### src/rtl/postfix_pkg.sv
// Shared codes for the postfix evaluator: token kinds, operator codes and FSM states.
// The optional divider is enabled by defining POSTFIX_DIV_EN.
package postfix_pkg;

  typedef enum logic [1:0] {
    TK_NUM = 2'b00,
    TK_OP  = 2'b01,
    TK_END = 2'b10,
    TK_CLR = 2'b11
  } tok_kind_e;

  typedef enum logic [1:0] {
    OP_ADD = 2'd0,
    OP_SUB = 2'd1,
    OP_MUL = 2'd2,
    OP_DIV = 2'd3
  } op_code_e;

  localparam logic [1:0] ST_ACC  = 2'd0;
  localparam logic [1:0] ST_ITER = 2'd1;
  localparam logic [1:0] ST_RESP = 2'd2;

endpackage

### src/rtl/postfix_if.sv
// Token-in / result-out bundle between the postfix token source and the evaluator.
// master = token source / display side, slave = evaluator.
interface postfix_if #(
  parameter int W     = 16,
  parameter int DEPTH = 8
);
  logic                     tok_valid;
  logic                     tok_ready;
  logic [1:0]               tok_kind;
  logic [W-1:0]             tok_data;
  logic                     res_valid;
  logic [W-1:0]             res_data;
  logic                     res_err;
  logic [$clog2(DEPTH):0]   depth;

  modport master (
    output tok_valid, tok_kind, tok_data,
    input  tok_ready, res_valid, res_data, res_err, depth
  );

  modport slave (
    input  tok_valid, tok_kind, tok_data,
    output tok_ready, res_valid, res_data, res_err, depth
  );
endinterface

### src/rtl/postfix_iter_alu.sv
// W-cycle iterative multiplier (shift-add, low W bits); with POSTFIX_DIV_EN also a
// restoring signed divider sharing the same registers and iteration counter.
module postfix_iter_alu
  import postfix_pkg::*;
#(
  parameter int W = 16
) (
  input  logic         clk,
  input  logic         rst,
  input  logic         start,
  input  logic [W-1:0] a,
  input  logic [W-1:0] b,
  input  logic [1:0]   op,
  output logic         busy,
  output logic         done,
  output logic [W-1:0] result,
  output logic         div0
);
  localparam int            CW   = $clog2(W);
  localparam logic [CW-1:0] LAST = CW'(W - 1);

  logic          busy_reg;
  logic [CW-1:0] cnt_reg;
  logic [W-1:0]  x_reg, y_reg, acc_reg;
  logic [W-1:0]  x_next, y_next, acc_next;

`ifdef POSTFIX_DIV_EN
  logic         div_reg, neg_reg, div0_reg;
  logic [W:0]   rem_shift, rem_diff;
  logic [W-1:0] abs_a, abs_b;

  assign abs_a = a[W-1] ? -a : a;
  assign abs_b = b[W-1] ? -b : b;
`else
  logic op_unused;
  assign op_unused = ^op;
`endif

  // One iteration step; the final step is consumed combinationally in the done cycle.
  always_comb begin
    acc_next = acc_reg + (y_reg[0] ? x_reg : '0);
    x_next   = x_reg << 1;
    y_next   = y_reg >> 1;
`ifdef POSTFIX_DIV_EN
    rem_shift = {acc_reg, y_reg[W-1]};
    rem_diff  = rem_shift - {1'b0, x_reg};
    if (div_reg) begin
      x_next = x_reg;
      if (rem_shift >= {1'b0, x_reg}) begin
        acc_next = rem_diff[W-1:0];
        y_next   = {y_reg[W-2:0], 1'b1};
      end else begin
        acc_next = rem_shift[W-1:0];
        y_next   = {y_reg[W-2:0], 1'b0};
      end
    end
`endif
  end

  always_ff @(posedge clk or posedge rst) begin
    if (rst) begin
      busy_reg <= 1'b0;
      cnt_reg  <= '0;
      x_reg    <= '0;
      y_reg    <= '0;
      acc_reg  <= '0;
`ifdef POSTFIX_DIV_EN
      div_reg  <= 1'b0;
      neg_reg  <= 1'b0;
      div0_reg <= 1'b0;
`endif
    end else if (start) begin
      busy_reg <= 1'b1;
      cnt_reg  <= '0;
      acc_reg  <= '0;
`ifdef POSTFIX_DIV_EN
      div_reg  <= (op == OP_DIV);
      neg_reg  <= a[W-1] ^ b[W-1];
      div0_reg <= (b == '0);
      x_reg    <= (op == OP_DIV) ? abs_b : a;
      y_reg    <= (op == OP_DIV) ? abs_a : b;
`else
      x_reg    <= a;
      y_reg    <= b;
`endif
    end else if (busy_reg) begin
      x_reg   <= x_next;
      y_reg   <= y_next;
      acc_reg <= acc_next;
      cnt_reg <= cnt_reg + CW'(1);
      if (done) busy_reg <= 1'b0;
    end
  end

  assign busy = busy_reg;
  assign done = busy_reg && (cnt_reg == LAST);

`ifdef POSTFIX_DIV_EN
  assign result = div_reg ? (neg_reg ? -y_next : y_next) : acc_next;
  assign div0   = div_reg && div0_reg;
`else
  assign result = acc_next;
  assign div0   = 1'b0;
`endif

endmodule

### src/rtl/postfix_evaluator.sv
// Stack-machine evaluator for postfix calculator tokens; MUL (and DIV when
// POSTFIX_DIV_EN is defined) stall the token stream for W cycles.
module postfix_evaluator
  import postfix_pkg::*;
#(
  parameter int W     = 16,
  parameter int DEPTH = 8
) (
  input logic      clk,
  input logic      rst,
  postfix_if.slave bus
);
  localparam int            AW   = $clog2(DEPTH);
  localparam int            DW   = AW + 1;
  localparam logic [DW-1:0] FULL = DW'(DEPTH);

  logic [1:0]    state_reg;
  logic          run_reg;
  logic          err_reg;
  logic [DW-1:0] sp_reg;
  logic [W-1:0]  res_data_reg;
  logic          res_err_reg;
  logic [W-1:0]  stack_reg [DEPTH];

  logic          tok_ready, accept, num_push, op_go;
  logic [1:0]    tok_op;
  logic [AW-1:0] top_idx, nxt_idx, wr_idx;
  logic [W-1:0]  op_a, op_b, wr_data;
  logic          wr_en;
  logic          alu_start, alu_busy, alu_done, alu_div0;
  logic [W-1:0]  alu_result;

  // run_reg keeps tok_ready low until the first edge after reset releases.
  assign tok_ready = run_reg && (state_reg == ST_ACC) && !alu_busy;
  assign accept    = bus.tok_valid && tok_ready;
  assign tok_op    = bus.tok_data[1:0];
  assign top_idx   = sp_reg[AW-1:0] - AW'(1);
  assign nxt_idx   = sp_reg[AW-1:0] - AW'(2);
  assign op_b      = stack_reg[top_idx];
  assign op_a      = stack_reg[nxt_idx];
  assign num_push  = accept && (bus.tok_kind == TK_NUM) && !err_reg && (sp_reg != FULL);
  assign op_go     = accept && (bus.tok_kind == TK_OP) && !err_reg && (sp_reg >= DW'(2));

`ifdef POSTFIX_DIV_EN
  assign alu_start = op_go && ((tok_op == OP_MUL) || (tok_op == OP_DIV));
`else
  assign alu_start = op_go && (tok_op == OP_MUL);
`endif

  postfix_iter_alu #(.W(W)) u_alu (
    .clk    (clk),
    .rst    (rst),
    .start  (alu_start),
    .a      (op_a),
    .b      (op_b),
    .op     (tok_op),
    .busy   (alu_busy),
    .done   (alu_done),
    .result (alu_result),
    .div0   (alu_div0)
  );

  always_comb begin
    wr_en   = 1'b0;
    wr_idx  = sp_reg[AW-1:0];
    wr_data = bus.tok_data;
    if (state_reg == ST_ITER) begin
      if (alu_done && !alu_div0) begin
        wr_en   = 1'b1;
        wr_idx  = nxt_idx;
        wr_data = alu_result;
      end
    end else if (num_push) begin
      wr_en = 1'b1;
    end else if (op_go && (tok_op == OP_ADD || tok_op == OP_SUB)) begin
      wr_en   = 1'b1;
      wr_idx  = nxt_idx;
      wr_data = (tok_op == OP_ADD) ? (op_a + op_b) : (op_a - op_b);
    end
  end

  // Stack contents need no reset; occupancy is tracked by sp_reg.
  always_ff @(posedge clk) begin
    if (wr_en) stack_reg[wr_idx] <= wr_data;
  end

  always_ff @(posedge clk or posedge rst) begin
    if (rst) begin
      state_reg    <= ST_ACC;
      run_reg      <= 1'b0;
      err_reg      <= 1'b0;
      sp_reg       <= '0;
      res_data_reg <= '0;
      res_err_reg  <= 1'b0;
    end else begin
      run_reg <= 1'b1;
      case (state_reg)
        ST_ACC: if (accept) begin
          case (bus.tok_kind)
            TK_NUM: if (!err_reg) begin
              if (sp_reg == FULL) err_reg <= 1'b1;
              else                sp_reg  <= sp_reg + DW'(1);
            end
            TK_OP: if (!err_reg) begin
              if (sp_reg < DW'(2))                            err_reg   <= 1'b1;
              else if (alu_start)                             state_reg <= ST_ITER;
              else if (tok_op == OP_ADD || tok_op == OP_SUB)  sp_reg    <= sp_reg - DW'(1);
              else                                            err_reg   <= 1'b1;
            end
            TK_END: begin
              state_reg <= ST_RESP;
              if (!err_reg && sp_reg == DW'(1)) begin
                res_data_reg <= op_b;
                res_err_reg  <= 1'b0;
              end else begin
                res_data_reg <= '0;
                res_err_reg  <= 1'b1;
              end
              sp_reg  <= '0;
              err_reg <= 1'b0;
            end
            TK_CLR: begin
              sp_reg  <= '0;
              err_reg <= 1'b0;
            end
          endcase
        end
        ST_ITER: if (alu_done) begin
          state_reg <= ST_ACC;
          if (alu_div0) err_reg <= 1'b1;
          else          sp_reg  <= sp_reg - DW'(1);
        end
        ST_RESP: state_reg <= ST_ACC;
        default: state_reg <= ST_ACC;
      endcase
    end
  end

  assign bus.tok_ready = tok_ready;
  assign bus.res_valid = (state_reg == ST_RESP);
  assign bus.res_data  = res_data_reg;
  assign bus.res_err   = res_err_reg;
  assign bus.depth     = sp_reg;

endmodule

### src/flat_wrapper.sv
// flat-port wrapper written by rule: the top's interface ports become plain ports
module postfix_evaluator_flat import postfix_pkg::*;
#(
  parameter int W     = 16,
  parameter int DEPTH = 8
)
  (clk, rst, bus_tok_valid, bus_tok_kind, bus_tok_data, bus_tok_ready, bus_res_valid, bus_res_data, bus_res_err, bus_depth);
  postfix_if #(.W(W), .DEPTH(DEPTH)) bus_i ();
  input logic clk;
  input logic rst;
  input wire logic [$bits(bus_i.tok_valid)-1:0] bus_tok_valid;
  input wire logic [$bits(bus_i.tok_kind)-1:0] bus_tok_kind;
  input wire logic [$bits(bus_i.tok_data)-1:0] bus_tok_data;
  output wire logic [$bits(bus_i.tok_ready)-1:0] bus_tok_ready;
  output wire logic [$bits(bus_i.res_valid)-1:0] bus_res_valid;
  output wire logic [$bits(bus_i.res_data)-1:0] bus_res_data;
  output wire logic [$bits(bus_i.res_err)-1:0] bus_res_err;
  output wire logic [$bits(bus_i.depth)-1:0] bus_depth;
  assign bus_i.tok_valid = bus_tok_valid;
  assign bus_i.tok_kind = bus_tok_kind;
  assign bus_i.tok_data = bus_tok_data;
  assign bus_tok_ready = bus_i.tok_ready;
  assign bus_res_valid = bus_i.res_valid;
  assign bus_res_data = bus_i.res_data;
  assign bus_res_err = bus_i.res_err;
  assign bus_depth = bus_i.depth;
  postfix_evaluator #(.W(W), .DEPTH(DEPTH)) u_core (.clk(clk), .rst(rst), .bus(bus_i));
endmodule
### config.mk
export PLATFORM = sky130hd
export DESIGN_NAME = postfix_evaluator_flat
export DESIGN_NICKNAME = d
export VERILOG_FILES = /design/src/rtl/postfix_pkg.sv /design/src/rtl/postfix_if.sv /design/src/rtl/postfix_iter_alu.sv /design/src/rtl/postfix_evaluator.sv /design/src/flat_wrapper.sv
export SDC_FILE = /design/constraint.sdc
export NUM_CORES = 1
export LEC_CHECK = 0
export BUFFER_PORTS_ARGS = -buffer_cell sky130_fd_sc_hd__buf_2
export CAP_MARGIN = 20
export CORE_UTILIZATION = 30
export CTS_BUF_LIST = sky130_fd_sc_hd__clkbuf_16
export CTS_CLUSTER_DIAMETER = 80
export DETAILED_ROUTE_END_ITERATION = 16
export PLACE_DENSITY = 0.47
export SLEW_MARGIN = 20
export SYNTH_ARGS = -nofsm -noshare
export SYNTH_HDL_FRONTEND = slang
export SYNTH_SLANG_ARGS = --single-unit
### constraint.sdc
create_clock -name clk -period 11.7 [get_ports clk]
set_input_delay 1.17 -clock clk [delete_from_list [all_inputs] [get_ports clk]]
set_output_delay 1.17 -clock clk [all_outputs]
set_load 0.02 [all_outputs]
==> metrics.md, run 1 <==
| Metric | Value |
|---|---|
| Portion of the post-synthesis area used by sequential elements | 49.95% |
| Post-synthesis to final-layout area growth | 13.59% |
| Max FFs per register | 128 |
| DRT iter0 DRCs | 681 |
| Slew of the pin with the lowest slew margin | 1053 ps |
| Clock period minus worst slack | 6549 ps |
| Ratio of final minimum period to clock period | 55.98% |
| Number of input and output port buffers inserted | 43 |
| Footprint of the flip-flops and latches | 5802 um^2 |
| Sort of element at the start of the critical path | register |
| Die X-Extent | 198.7 um |
| Status | finished, final reports clean |
| Maximum fanout count along the critical path | 28 |
| Multi-input combinational cell area | 5524 um^2 |
| CP Capture Point | u_core.stack_reg[5][13]$_DFFE_PP_ |
| Number of distinct library cell variants in the gate-level netlist after synthesis | 65 |
| Cell area after technology mapping | 11,600 um^2 |
| Clk sinks | 206 |
| GRT Util Overall | 15.91% |
| Worst vdd rail ir drop | 113.9 uV |
| Final hold violations | 0 |
| Core Util, Final | 34.83% |
| Synth area leaders | sky130_fd_sc_hd__edfxtp_1 33%, sky130_fd_sc_hd__dfrtp_1 17%, sky130_fd_sc_hd__mux4_2 11% |
| Proportion of register bits with asynchronous set or reset after synthesis | 37.86% |
| CP Capture Type | register |
| Post-route DRC violation count | 0 |
| Placed Cells incl. Taps | 1,454 |
| Predominant post-synthesis flop cell | sky130_fd_sc_hd__edfxtp_1 |
| Fin Setup TNS | 0 ps |
| Antenna diode count | 0 |
| Number of violations of the max-capacitance limit | 0 |
| Class of the tightest hold or removal check | reg2reg |
| Drt total wl | 30.76 mm |
| Crit Path Class | reg2reg |
| Worst reg2reg path endpoint | u_core.stack_reg[5][13]$_DFFE_PP_ |
| Instance count of the mapped netlist | 931 |
| DR WL/cell | 20.53 um |
| # resized after CTS | 0 |
| Total half-perimeter wirelength after legalization and detailed placement | 21.44 mm |
| Achievable Freq | 152.7 MHz |
| Area fraction of the dominant cell type after synthesis | 33.12% |
| Die Y | 198.7 um |
| Number of inserted filler cells in the final layout | 3,766 |
| Final max-slew violation count | 0 |
| Top library cells by usage in the layout, fill and taps aside | 128 x sky130_fd_sc_hd__edfxtp_1, 96 x sky130_fd_sc_hd__nand2_1, 75 x sky130_fd_sc_hd__dfrtp_1 |
| Data arrival, critical path | 6750 ps |
| Power, Total | 3.971 mW |
| Vias | 7,629 |
| Number of rows in the core area | 71 |
| Number of iterations in the first detailed-routing pass | 5 |
| Floorplan Core Area | 37,840 um^2 |
| H-Tree Level Count | 1 |
| Deepest clock path buffer count | 3 |
| Source-to-sink clock delay at the later pin of the worst-skew pair | 530 ps |
| Biggest area consumer among synthesized cells | sky130_fd_sc_hd__edfxtp_1 |
| Gr ovfl total | 0 |
| Top-Level Pins | 44 |
| RSZ-0062 raised after global routing | false |
| Number of nets produced by synthesis | 998 |
| Number of enable flip-flop cells after synthesis | 128 |
| CTS clock-pin slew for the worst setup and hold paths | 60 ps |
| Pin count of the biggest net entering global routing | 84 |
| Launching element of the worst setup path | u_core.bus.depth[0]$_DFFE_PP0P_ |
| Antenna-violating nets left | 0 |
| Register bit total from synthesis | 206 |
| Rel. slew slack | 29.80% |
| Req. time, crit path | 11,900 ps |
| Start of the worst register-to-register path | u_core.bus.depth[0]$_DFFE_PP0P_ |
| Share of layout cells above drive strength 1 | 20.47% |
| Nets | 1,036 |
| Floorplan die area | 39,470 um^2 |
| Last weighted congestion value of the routability-driven placer | 0.8162 |
| Most common library cell in the layout ignoring fill and taps | sky130_fd_sc_hd__edfxtp_1 |
| Number of global-route vias before repair | 7,711 |
| Cell Count, Final, Fillers Out | 1,498 |
| Setup fix buffers added after clock tree synthesis | 0 |
| R2R depth | 18 |
| Library cell used as clock root buffer | sky130_fd_sc_hd__clkbuf_16 |
| Worst slack after detailed placement | 5099 ps |
| Static leakage power | 5.153 nW |
| Power density over the cells | 301.3 nW/um^2 |
| TritonCTS clock tree | yes |
| Setup slack of the critical path after layout | 5151 ps |
| Number of antenna violations at the first check in global routing | 0 |
| Synth Warn # | 0 |
| Initial cell density of the core | 30.66% |
| Final setup viols | 0 |
| Post-CTS Hold Buffers | 0 |
| Wire length of the first global-routing pass | 47.11 mm |
| Detail-routed via count per cell | 5.093 |
| R2R Setup Slk | 5150 ps |
| Synthesized area divided by synthesized cell count | 12.46 um^2 |
| Inserted Clock Buffers | 24 |
| Clk_skew | 24.76 ps |
==> where the power goes <==
| group | leakage (nW) | internal [mW] | switching [mW] |
|---|---|---|---|
| clock network | 0.390 | 0.433 | 0.309 |
| logic | 2.57 | 0.969 | 1.29 |
| registers | 2.19 | 0.874 | 0.0961 |
==> cells in the mapped netlist, types with 11 or more instances <==
| cell | count |
|---|---|
| sky130_fd_sc_hd__mux2i_1 | 20 |
| sky130_fd_sc_hd__xnor2_1 | 31 |
| sky130_fd_sc_hd__xor2_1 | 14 |
| sky130_fd_sc_hd__o21ai_0 | 66 |
| sky130_fd_sc_hd__a21o_1 | 21 |
| sky130_fd_sc_hd__nand3_1 | 11 |
| sky130_fd_sc_hd__nor2_1 | 62 |
| sky130_fd_sc_hd__dfrtp_1 | 78 |
| sky130_fd_sc_hd__edfxtp_1 | 128 |
| sky130_fd_sc_hd__inv_1 | 18 |
| sky130_fd_sc_hd__and2_1 | 19 |
| sky130_fd_sc_hd__ha_1 | 44 |
| sky130_fd_sc_hd__buf_2 | 12 |
| sky130_fd_sc_hd__clkbuf_1 | 26 |
| sky130_fd_sc_hd__mux2_2 | 16 |
| sky130_fd_sc_hd__a22o_1 | 14 |
| sky130_fd_sc_hd__nand2_1 | 96 |
| sky130_fd_sc_hd__mux4_2 | 58 |
| sky130_fd_sc_hd__nor3_1 | 18 |
| sky130_fd_sc_hd__a21oi_1 | 57 |
==> per-stage QoR <==
stage | hold WS, ps | instance area [um^2]
2_1_floorplan | 465.4 | 11600
3_3_place_gp | 457.2 | 12390
3_5_place_dp | 467.3 | 12390
4_1_cts | 481.3 | 13180
5_1_grt | 515.2 | 13180
6_report | 475.1 | 13180
==> cell families (layout without fill, tap and decap cells) <==
| kind of cell | count (synthesis) | count (layout) | share of synthesized area (%) |
|---|---|---|---|
| AO/OA/AOI/OAI | 213 | 213 | 11.45 |
| XOR/XNOR | 46 | 46 | 3.537 |
| adder cells (fa/ha/maj) | 46 | 46 | 5.090 |
| buffers and inverters | 69 | 125 | 2.685 |
| flip-flops | 206 | 206 | 49.95 |
| multiplexers | 109 | 109 | 17.55 |
| other | 1 | 1 | 0.03232 |
| AND/OR/NAND/NOR | 241 | 241 | 9.705 |
==> cell type report <==
cell class	instances	area share, %
Clock buffer	25	4.747
Clock inverter	19	1.206
Tap cell	511	4.851
Timing Repair Buffer	62	2.715
Sequential cell	206	44.02
Inverter	19	0.5506
Multi-Input combinational cell	656	41.91
==> layer usage <==
metal / global-route usage (%) / share of wire, % / vias up
met2: 26.37 / 48 / 168
met1: 21.16 / 45 / 3823
li1: - / - / 3601
met4: 4.501 / 2.5 / 0
met5: 0 / 0 / -
met3: 2.950 / 5.0 / 37
==> how the worst min path moves through the flow <==
stage / depth (start not counted) / start / to / slack (ps)
after global routing: 2 / u_core.bus.res_data[10]$_DFFE_PP0P_ / u_core.bus.res_data[10]$_DFFE_PP0P_ / 520
after detailed placement: 2 / u_core.bus.res_data[3]$_DFFE_PP0P_ / u_core.bus.res_data[3]$_DFFE_PP0P_ / 470
after global placement: 2 / u_core.bus.res_data[8]$_DFFE_PP0P_ / u_core.bus.res_data[8]$_DFFE_PP0P_ / 460
final: 2 / u_core.bus.res_data[2]$_DFFE_PP0P_ / u_core.bus.res_data[2]$_DFFE_PP0P_ / 480
after CTS: 2 / u_core.bus.res_data[3]$_DFFE_PP0P_ / u_core.bus.res_data[3]$_DFFE_PP0P_ / 480
after floorplan: 2 / u_core.u_alu.y_reg[1]$_DFFE_PP0P_ / u_core.u_alu.y_reg[0]$_DFFE_PP0P_ / 470
==> worst max-delay path, stage by stage, from the launching register on <==
cell                       delay (ps)
sky130_fd_sc_hd__dfrtp_4          660
sky130_fd_sc_hd__clkinv_1         380
sky130_fd_sc_hd__ha_2             740
sky130_fd_sc_hd__buf_4            470
sky130_fd_sc_hd__mux4_2           560
sky130_fd_sc_hd__mux2i_1          290
sky130_fd_sc_hd__ha_1             240
sky130_fd_sc_hd__nor2_1            60
sky130_fd_sc_hd__xnor2_1          170
sky130_fd_sc_hd__ha_1             360
sky130_fd_sc_hd__inv_1             60
sky130_fd_sc_hd__o21ai_0          270
sky130_fd_sc_hd__a21boi_0         210
sky130_fd_sc_hd__o21ai_0          350
sky130_fd_sc_hd__nand2_1          140
sky130_fd_sc_hd__a211oi_1         290
sky130_fd_sc_hd__a21oi_1          120
sky130_fd_sc_hd__xor2_1           140
sky130_fd_sc_hd__o21ai_0          680
(Power assumes the default switching activity.)
==> run 2, diff against run 1 <==
- clock period: 11.7 -> 6.53 ns (I/O delays scaled with it)
==> run 2 against run 1 <==
Non-clock buffer count up 8. Flip-flop and latch count unchanged. Largest power group unchanged. Highest routed layer unchanged. Core utilization up 0.20 points. Largest cell class unchanged. Worst setup slack worse by 4200 ps. Worst hold slack worse by 340 ps.
==> metrics.md, run 2 (synthesis gave the netlist of run 1 again) <==
| Metric | Value |
|---|---|
| Die Y | 198.7 um |
| Share of layout cells above drive strength 1 | 21.09% |
| Drt total wl | 31.74 mm |
| GRT Util Overall | 16.47% |
| Die X-Extent | 198.7 um |
| Rel. slew slack | 30.91% |
| Ratio of final minimum period to clock period | 85.36% |
| Most common library cell in the layout ignoring fill and taps | sky130_fd_sc_hd__edfxtp_1 |
| Setup slack of the critical path after layout | 956.0 ps |
| Total half-perimeter wirelength after legalization and detailed placement | 22.21 mm |
| Setup fix buffers added after clock tree synthesis | 0 |
| Top library cells by usage in the layout, fill and taps aside | 128 x sky130_fd_sc_hd__edfxtp_1, 96 x sky130_fd_sc_hd__nand2_1, 75 x sky130_fd_sc_hd__dfrtp_1 |
| # resized after CTS | 0 |
| Number of iterations in the first detailed-routing pass | 5 |
| Source-to-sink clock delay at the later pin of the worst-skew pair | 520 ps |
| Achievable Freq | 179.4 MHz |
| Footprint of the flip-flops and latches | 5802 um^2 |
| Last weighted congestion value of the routability-driven placer | 0.8311 |
| Inserted Clock Buffers | 25 |
| Number of violations of the max-capacitance limit | 0 |
| Fin Setup TNS | 0 ps |
| Antenna-violating nets left | 0 |
| Number of antenna violations at the first check in global routing | 0 |
| Floorplan die area | 39,470 um^2 |
| RSZ-0062 raised after global routing | false |
| Slew of the pin with the lowest slew margin | 1025 ps |
| H-Tree Level Count | 1 |
| Final max-slew violation count | 0 |
| CP Capture Type | register |
| CTS clock-pin slew for the worst setup and hold paths | 60 ps |
| Number of rows in the core area | 71 |
| Post-synthesis to final-layout area growth | 14.22% |
| Multi-input combinational cell area | 5527 um^2 |
| Final setup viols | 0 |
| Power density over the cells | 543.2 nW/um^2 |
| Antenna diode count | 0 |
| Worst vdd rail ir drop | 245.2 uV |
| Clk_skew | 7.463 ps |
| Wire length of the first global-routing pass | 48.71 mm |
| Vias | 7,734 |
| Top-Level Pins | 44 |
| Req. time, crit path | 6720 ps |
| Number of input and output port buffers inserted | 43 |
| Class of the tightest hold or removal check | in2async |
| Pin count of the biggest net entering global routing | 81 |
| Max FFs per register | 128 |
| Clk sinks | 206 |
| Gr ovfl total | 0 |
| Worst hold-check slack | 131.7 ps |
| Detail-routed via count per cell | 5.149 |
| Nets | 1,045 |
| Floorplan Core Area | 37,840 um^2 |
| Post-route DRC violation count | 0 |
| Initial cell density of the core | 30.66% |
| Post-CTS Hold Buffers | 0 |
| Clock period minus worst slack | 5574 ps |
| Data arrival, critical path | 5770 ps |
| TritonCTS clock tree | yes |
| Library cell used as clock root buffer | sky130_fd_sc_hd__clkbuf_16 |
| DRT iter0 DRCs | 488 |
| Number of global-route vias before repair | 7,944 |
| Deepest clock path buffer count | 3 |
| Static leakage power | 5.186 nW |
| Cell Count, Final, Fillers Out | 1,502 |
| Sort of element at the start of the critical path | register |
| Final hold violations | 0 |
| Maximum fanout count along the critical path | 20 |
| Worst slack after detailed placement | 1056 ps |
| Number of inserted filler cells in the final layout | 3,771 |
| Placed Cells incl. Taps | 1,462 |
| Status | finished, final reports clean |
| DR WL/cell | 21.13 um |
| Crit Path Class | reg2reg |
## run 2: changes by cell type in the layout (fill, tap and decap cells not counted), sizes merged
| cell | before | now |
|---|---|---|
| clkinv | 10 | 11 |
| buf | 62 | 70 |
| bufinv | 2 | 3 |
| clkinvlp | 4 | 3 |
| inv | 22 | 17 |
## run 2: worst paths after layout
| check | cells after the start | end | from | slack [ps] |
|---|---|---|---|---|
| max in group asynchronous | 3 | u_core.bus.depth[0]$_DFFE_PP0P_ | rst | 5230 |
| max reg2reg | 18 | u_core.stack_reg[1][13]$_DFFE_PP_ | u_core.bus.depth[1]$_DFFE_PP0P_ | 960 |
| min reg2reg | 2 | u_core.bus.res_data[7]$_DFFE_PP0P_ | u_core.bus.res_data[7]$_DFFE_PP0P_ | 470 |
| min | 2 | u_core.u_alu.acc_reg[12]$_DFFE_PP0P_ | rst | 130 |
| max | 18 | u_core.stack_reg[1][13]$_DFFE_PP_ | u_core.bus.depth[1]$_DFFE_PP0P_ | 960 |
| min in group clk | 2 | u_core.bus.res_data[7]$_DFFE_PP0P_ | u_core.bus.res_data[7]$_DFFE_PP0P_ | 470 |
## run 2: worst max-delay path, cell delays in order, from the launching register on
cell                       delay, ps
sky130_fd_sc_hd__dfrtp_2         350
sky130_fd_sc_hd__inv_1           120
sky130_fd_sc_hd__ha_2            660
sky130_fd_sc_hd__buf_4           370
sky130_fd_sc_hd__mux4_1          390
sky130_fd_sc_hd__mux2i_4         340
sky130_fd_sc_hd__nor2b_1         180
sky130_fd_sc_hd__a21oi_1          80
sky130_fd_sc_hd__xnor2_1         190
sky130_fd_sc_hd__ha_1            340
sky130_fd_sc_hd__o21ai_0         130
sky130_fd_sc_hd__a21boi_0        250
sky130_fd_sc_hd__nand2_1          70
sky130_fd_sc_hd__o21ai_0         310
sky130_fd_sc_hd__nand2_1         120
sky130_fd_sc_hd__a211oi_1        330
sky130_fd_sc_hd__a21oi_1         140
sky130_fd_sc_hd__xor2_1          150
sky130_fd_sc_hd__o21ai_0         700
## run 2: metal layers
layer / wire (um) / global-route usage, %
met5: 0 / 0
met4: 530 / 3.846
met2: 14850 / 26.90
met3: 1481 / 2.611
met1: 14880 / 22.84
## run 2: power by group
part	internal, mW	switching (mW)
Sequential	1.57	0.144
Clock	0.811	0.547
Combinational	1.76	2.37
Total	4.14	3.06
## run 2: through the flow
| stage | utilization [%] | power, mW | cell area [um^2] |
|---|---|---|---|
| 3_5_place_dp | 32.94 | 5.858 | 12470 |
| 3_3_place_gp | 32.87 | 5.862 | 12440 |
| 2_1_floorplan | - | 4.844 | 11600 |
| 4_1_cts | 35.02 | 7.259 | 13250 |
| 6_report | 35.02 | 7.200 | 13250 |
| 5_1_grt | 35.02 | 7.714 | 13250 |
## run 2: layout make-up
type	instances	share of cell area, %
Inverter	19	0.5475
Tap cell	511	4.824
Timing Repair Buffer	70	3.210
Clock buffer	25	4.720
Clock inverter	15	1.227
Sequential cell	206	43.77
Multi-Input combinational cell	656	41.70
